**src/rtl/emesh_wait_buffer.sv**
```systemverilog
// emesh_wait_buffer
//   Small circular FIFO that decouples an emesh transaction source from a
//   downstream arbiter. The head entry is presented first-word-fall-through
//   and is popped whenever the arbiter is not stalling its transaction type.
//
//   Upstream side:
//     in_access, in_write, in_datamode[1:0], in_ctrlmode[3:0],
//     in_dstaddr/in_srcaddr/in_data[31:0]   incoming transaction
//     in_wr_wait, in_rd_wait                 back-pressure (count >= DEPTH-1)
//   Downstream side:
//     out_access, out_write, out_datamode, out_ctrlmode,
//     out_dstaddr/out_srcaddr/out_data       head of queue
//     out_wr_wait, out_rd_wait               arbiter back-pressure
//   Status:
//     count      occupancy, 0..DEPTH
//     overflow   sticky, set when a transaction had to be dropped
//   eclk rising edge; reset asynchronous, active-high.
module emesh_wait_buffer #(
  parameter int DEPTH = 4
) (
  input  logic                     eclk,
  input  logic                     reset,
  input  logic                     in_access,
  input  logic                     in_write,
  input  logic [1:0]               in_datamode,
  input  logic [3:0]               in_ctrlmode,
  input  logic [31:0]              in_dstaddr,
  input  logic [31:0]              in_srcaddr,
  input  logic [31:0]              in_data,
  output logic                     in_wr_wait,
  output logic                     in_rd_wait,
  output logic                     out_access,
  output logic                     out_write,
  output logic [1:0]               out_datamode,
  output logic [3:0]               out_ctrlmode,
  output logic [31:0]              out_dstaddr,
  output logic [31:0]              out_srcaddr,
  output logic [31:0]              out_data,
  input  logic                     out_wr_wait,
  input  logic                     out_rd_wait,
  output logic [$clog2(DEPTH):0]   count,
  output logic                     overflow
);

  localparam int AW = $clog2(DEPTH);
  localparam int CW = AW + 1;
  localparam logic [CW-1:0] FULL   = CW'(DEPTH);
  localparam logic [CW-1:0] ALMOST = CW'(DEPTH - 1);

  generate
    if ((DEPTH < 2) || ((DEPTH & (DEPTH - 1)) != 0)) begin : g_bad_depth
      $error("emesh_wait_buffer: DEPTH must be a power of 2 and >= 2");
    end
  endgenerate

  typedef struct packed {
    logic        write;
    logic [1:0]  datamode;
    logic [3:0]  ctrlmode;
    logic [31:0] dstaddr;
    logic [31:0] srcaddr;
    logic [31:0] data;
  } emesh_txn_t;

  emesh_txn_t        mem [DEPTH];
  emesh_txn_t        in_txn;
  emesh_txn_t        head;
  logic [AW-1:0]     wr_ptr;
  logic [AW-1:0]     rd_ptr;
  logic              stall;
  logic              push;
  logic              pop;

  assign in_txn = '{write:    in_write,
                    datamode: in_datamode,
                    ctrlmode: in_ctrlmode,
                    dstaddr:  in_dstaddr,
                    srcaddr:  in_srcaddr,
                    data:     in_data};

  // Fall-through head. While stalled the head slot cannot be overwritten:
  // wr_ptr only equals rd_ptr when empty or full, and a full, stalled
  // queue refuses pushes.
  assign head         = mem[rd_ptr];
  assign out_access   = (count != '0);
  assign out_write    = head.write;
  assign out_datamode = head.datamode;
  assign out_ctrlmode = head.ctrlmode;
  assign out_dstaddr  = head.dstaddr;
  assign out_srcaddr  = head.srcaddr;
  assign out_data     = head.data;

  // Stall follows the type of the head only, so a blocked read also holds
  // back every write queued behind it.
  assign stall = head.write ? out_wr_wait : out_rd_wait;
  assign pop   = out_access & ~stall;
  // When full, a same-cycle pop frees the slot under rd_ptr (== wr_ptr);
  // the old head is still read out this cycle before the write lands.
  assign push  = in_access & ((count != FULL) | pop);

  // Waits come from the registered count only; asserting one entry early
  // leaves room for a transaction already launched in the cycle the
  // source first sees the wait.
  assign in_wr_wait = (count >= ALMOST);
  assign in_rd_wait = (count >= ALMOST);

  // Storage carries no reset; contents are meaningless while out_access=0.
  always_ff @(posedge eclk) begin
    if (push) mem[wr_ptr] <= in_txn;
  end

  always_ff @(posedge eclk or posedge reset) begin
    if (reset) begin
      wr_ptr   <= '0;
      rd_ptr   <= '0;
      count    <= '0;
      overflow <= 1'b0;
    end else begin
      if (push) wr_ptr <= wr_ptr + 1'b1;
      if (pop)  rd_ptr <= rd_ptr + 1'b1;
      case ({push, pop})
        2'b10:   count <= count + 1'b1;
        2'b01:   count <= count - 1'b1;
        default: count <= count;
      endcase
      if (in_access & ~push) overflow <= 1'b1;
    end
  end

endmodule
```
**config.mk**
```make
export PLATFORM = sky130hd
export DESIGN_NAME = emesh_wait_buffer
export DESIGN_NICKNAME = d
export VERILOG_FILES = /design/src/rtl/emesh_wait_buffer.sv
export SDC_FILE = /design/constraint.sdc
export NUM_CORES = 1
export LEC_CHECK = 0
export ABC_AREA = 0
export CELL_PAD_IN_SITES_DETAIL_PLACEMENT = 0
export CELL_PAD_IN_SITES_GLOBAL_PLACEMENT = 1
export CORE_MARGIN = 4
export CORE_UTILIZATION = 48
export CTS_CLUSTER_SIZE = 28
export DETAILED_ROUTE_END_ITERATION = 8
export HOLD_SLACK_MARGIN = 0.02
export PLACE_DENSITY_LB_ADDON = 0.1
export SLEW_MARGIN = 25
export SYNTH_ARGS = -nofsm -noshare
export SYNTH_HDL_FRONTEND = slang
export SYNTH_SLANG_ARGS = --single-unit
```
**constraint.sdc**
```tcl
create_clock -name eclk -period 6.3 [get_ports eclk]
set_input_delay 0.945 -clock eclk [delete_from_list [all_inputs] [get_ports eclk]]
set_output_delay 0.945 -clock eclk [all_outputs]
set_load 0.01 [all_outputs]
```
==> results.py <==
metrics = {
    "logic_synthesis": {
        "postSynthAreaPerCell_sq_um": 25.6,
        "synthesis.area_sq_um": 15400,
        "synth_cells": 601,
        "syn_nets": 714,
        "ys_types": 32,
        "ys_warn_count": 0,
        "ys_seq_area_share_pct": 81.6,
        "ys_seq_elements": 420,
    },
    "place": {
        "io_buffer_count": 217,
        "dpl_cell_area_sq_um": 18100,
        "place_hpwl_mm": 18.4,
        "placed_cells": 1204,
        "gp_congestion": 0.743,
    },
    "clock_network": {
        "numCtsBuffers": 43,
        "path_clk_slew_ps": 60,
        "cts_setup_buffers": 0,
        "clock_latency_ps": 530,
        "h-tree-depth": 2,
        "cts_tree": "built",
        "clock_path_buffers": 3,
        "cts_resized": 0,
        "ctsHoldBuffers": 0,
        "clockRootBuffer": "clkbuf_16",
        "cts_sinks": 420,
    },
    "floorplan": {
        "die_height_um": 187,
        "placeableCoreArea_sq_um": 31600,
        "io_pins": 218,
        "rows": 65,
        "die_area_sq_um": 35000,
        "die_w_um": 187,
        "start_util_pct": 48.7,
    },
    "layout": {
        "final_nets": 960,
        "syn2layout_area_growth_pct": 26.1,
        "stdcell_count": 1285,
        "drive_gt1_share_pct": 21.0,
        "fin_area_sq_um": 19400,
        "fin_util_pct": 61.4,
    },
    "sta": {
        "setup-violations-final": 0,
        "slew_headroom_pct": 38.6,
        "final_hold_viol_count": 0,
        "max_freq_mhz": 235,
        "worst_hold_slack_ps": 484,
        "post-route-period-util_pct": 67.5,
        "fin_skew_ps": 12.3,
        "period_needed_ps": 4250,
        "finalMaxSlewViolations": 0,
        "tightest_slew_ps": 921,
        "rsz0062_at_grt": "no",
        "finalSetupTns_ps": 0,
    },
    "route": {
        "first_pass_iters": 5,
        "via_count": 7089,
        "drtIter0Drc": 424,
        "wl_per_cell_um": 23.8,
        "wl_mm": 30.6,
        "viasPerCell": 5.52,
        "drc_errors": 0,
        "ant_nets": 0,
    },
    "critical_path": {
        "cp_slowest_cell": "dfrtp_4",
        "max_stage_delay_ps": 900,
        "crit_start": "rd_ptr[1]",
        "worstPathArrival_ps": 3310,
        "r2r_start": "rd_ptr[1]",
        "critPathCaptureType": "output pin",
        "start_kind": "flop",
        "cpLargestDelayFamily": "buffers and inverters",
        "critical_path_required_ps": 5350,
        "worst-path-buf-inv": 2,
        "cp_max_fo": 59,
        "crit_type": "flop to output pin",
        "crit_chain": "buf_4 > mux4_2 > clkdlybuf4s50_1",
    },
    "global_routing": {
        "grt_usage_pct": 17.5,
        "grt.overflow.total": 0,
        "grt_pass1_wl_mm": 47.2,
        "antenna_found_initial": 2,
        "grt_start_max_net_pins": 105,
        "grt_pass1_vias": 8007,
    },
    "power_and_ir_drop": {
        "power.leakage_nw": 6.28,
        "ir_drop_uv": 394,
        "p_per_area_nw_per_um2": 482,
    },
    "min_path": {
        "hp-class": "flop to flop",
        "holdCritStartpoint": "overflow",
    },
    "job": {
        "max_cap_violations": 0,
    },
    "status": {
        "status": "finished, final reports clean",
    },
}
==> cells in the mapped netlist <==
master     instances  area [sq um]
buf_6              1          11.3
dfrtp_1            8           200
nor3_1             1          5.00
o2bb2ai_1          1          8.76
and3_1             1          6.26
xor2_1             1          8.76
a211oi_1           1          7.51
mux2i_1            4          40.0
inv_1              6          22.5
nand2_1            4          15.0
a21o_1             1          7.51
o211ai_1           1          7.51
buf_4              1          7.51
a21oi_1            2          10.0
mux2_1             2          22.5
xnor2_1            4          35.0
ha_1               4          50.1
mux4_2           103          2320
clkbuf_1          14          52.6
mux2_2             1          11.3
and2_1             4          25.0
nand3_1            1          5.00
or2_1              1          6.26
buf_1              2          7.51
fa_1               1          20.0
nor2_1             5          18.8
o21a_4             1          15.0
mux2i_4            1          22.5
edfxtp_1         412         12400
nand2b_1           3          18.8
o21ai_0            1          5.00
buf_2              8          40.0
==> layout make-up <==
class / instances / area (sq um)
multi-input combinational: 149 / 2700
timing repair buffer: 227 / 2260
antenna: 1 / 2.50
inverter: 6 / 22.5
fill: 2204 / 12200
clock buffer: 53 / 1110
clock inverter: 27 / 243
sequential: 420 / 12600
tap: 402 / 503
==> worst paths after layout <==
kind / endpoint / slack (ps) / cells after the start
worst max-delay path: out_srcaddr[3] / 2050 / 3
worst min-delay path: overflow / 480 / 1
worst max register to register: mem[1][85] / 2630 / 5
worst min register to register: overflow / 480 / 1
max in group asynchronous: rd_ptr[1] / 5340 / 2
min in group asynchronous: count[0] / 680 / 2
==> power by group <==
part / switching [W] / internal [W] / total, W / leakage (nW)
Sequential: 0.000192 / 0.00370 / 0.00389 / 3.87
Clock: 0.000997 / 0.00143 / 0.00242 / 0.666
Combinational: 0.00143 / 0.00162 / 0.00304 / 1.75
Total: 0.00261 / 0.00674 / 0.00935 / 6.28
==> registers in the layout, summed over array words and instances, names as in the netlist <==
| signal | count |
|---|---|
| rd_ptr | 2 |
| count | 3 |
| wr_ptr | 2 |
| mem | 412 |
| overflow | 1 |
==> stage by stage <==
stage / setup WS [ps] / total power, W
after CTS: 1990 / 0.00951
after detailed placement: 2530 / 0.00706
final: 2050 / 0.00935
after floorplan: 1920 / 0.00557
after global placement: 2600 / 0.00702
after global routing: 1900 / 0.00980
==> kinds of logic (layout without fill, tap and decap cells) <==
family / count (synthesis) / count (layout) / synth area share (%)
AND/OR/NAND/NOR: 20 / 20 / 0.650
multiplexers: 111 / 111 / 15.7
flip-flops: 420 / 420 / 81.6
XOR/XNOR: 5 / 5 / 0.284
other: 0 / 1 / 0
adder cells (fa/ha/maj): 5 / 5 / 0.455
AO/OA/AOI/OAI: 8 / 8 / 0.398
buffers and inverters: 32 / 313 / 0.918
==> routing by layer <==
| layer | global-route usage, % | share of wire [%] | wire [um] | up-vias |
|---|---|---|---|---|
| li1 | - | - | - | 3072 |
| met1 | 22.2 | 40 | 12100 | 3738 |
| met2 | 30.3 | 51 | 15700 | 216 |
| met3 | 4.82 | 6.8 | 2090 | 59 |
| met4 | 4.55 | 2.2 | 667 | 4 |
| met5 | 0 | 0.10 | 31 | - |
==> placed cells by master, fill, tap and decap left out, drive strengths merged <==
master | Yosys | final
and3 | 1 | 1
diode | 0 | 1
or2 | 1 | 1
bufinv | 0 | 4
dfrtp | 8 | 8
o21ai | 1 | 1
edfxtp | 412 | 412
mux2i | 5 | 5
xor2 | 1 | 1
mux4 | 103 | 103
nor2 | 5 | 5
o2bb2ai | 1 | 1
nand2 | 4 | 4
clkinv | 0 | 18
inv | 6 | 9
and2 | 4 | 4
a211oi | 1 | 1
ha | 4 | 4
nor3 | 1 | 1
o211ai | 1 | 1
nand3 | 1 | 1
a21o | 1 | 1
fa | 1 | 1
clkbuf | 14 | 53
o21a | 1 | 1
clkinvlp | 0 | 2
mux2 | 3 | 3
clkdlybuf4s50 | 0 | 217
xnor2 | 4 | 4
a21oi | 2 | 2
nand2b | 3 | 3
buf | 12 | 10
Note: power is estimated with default switching activity, not from simulation.
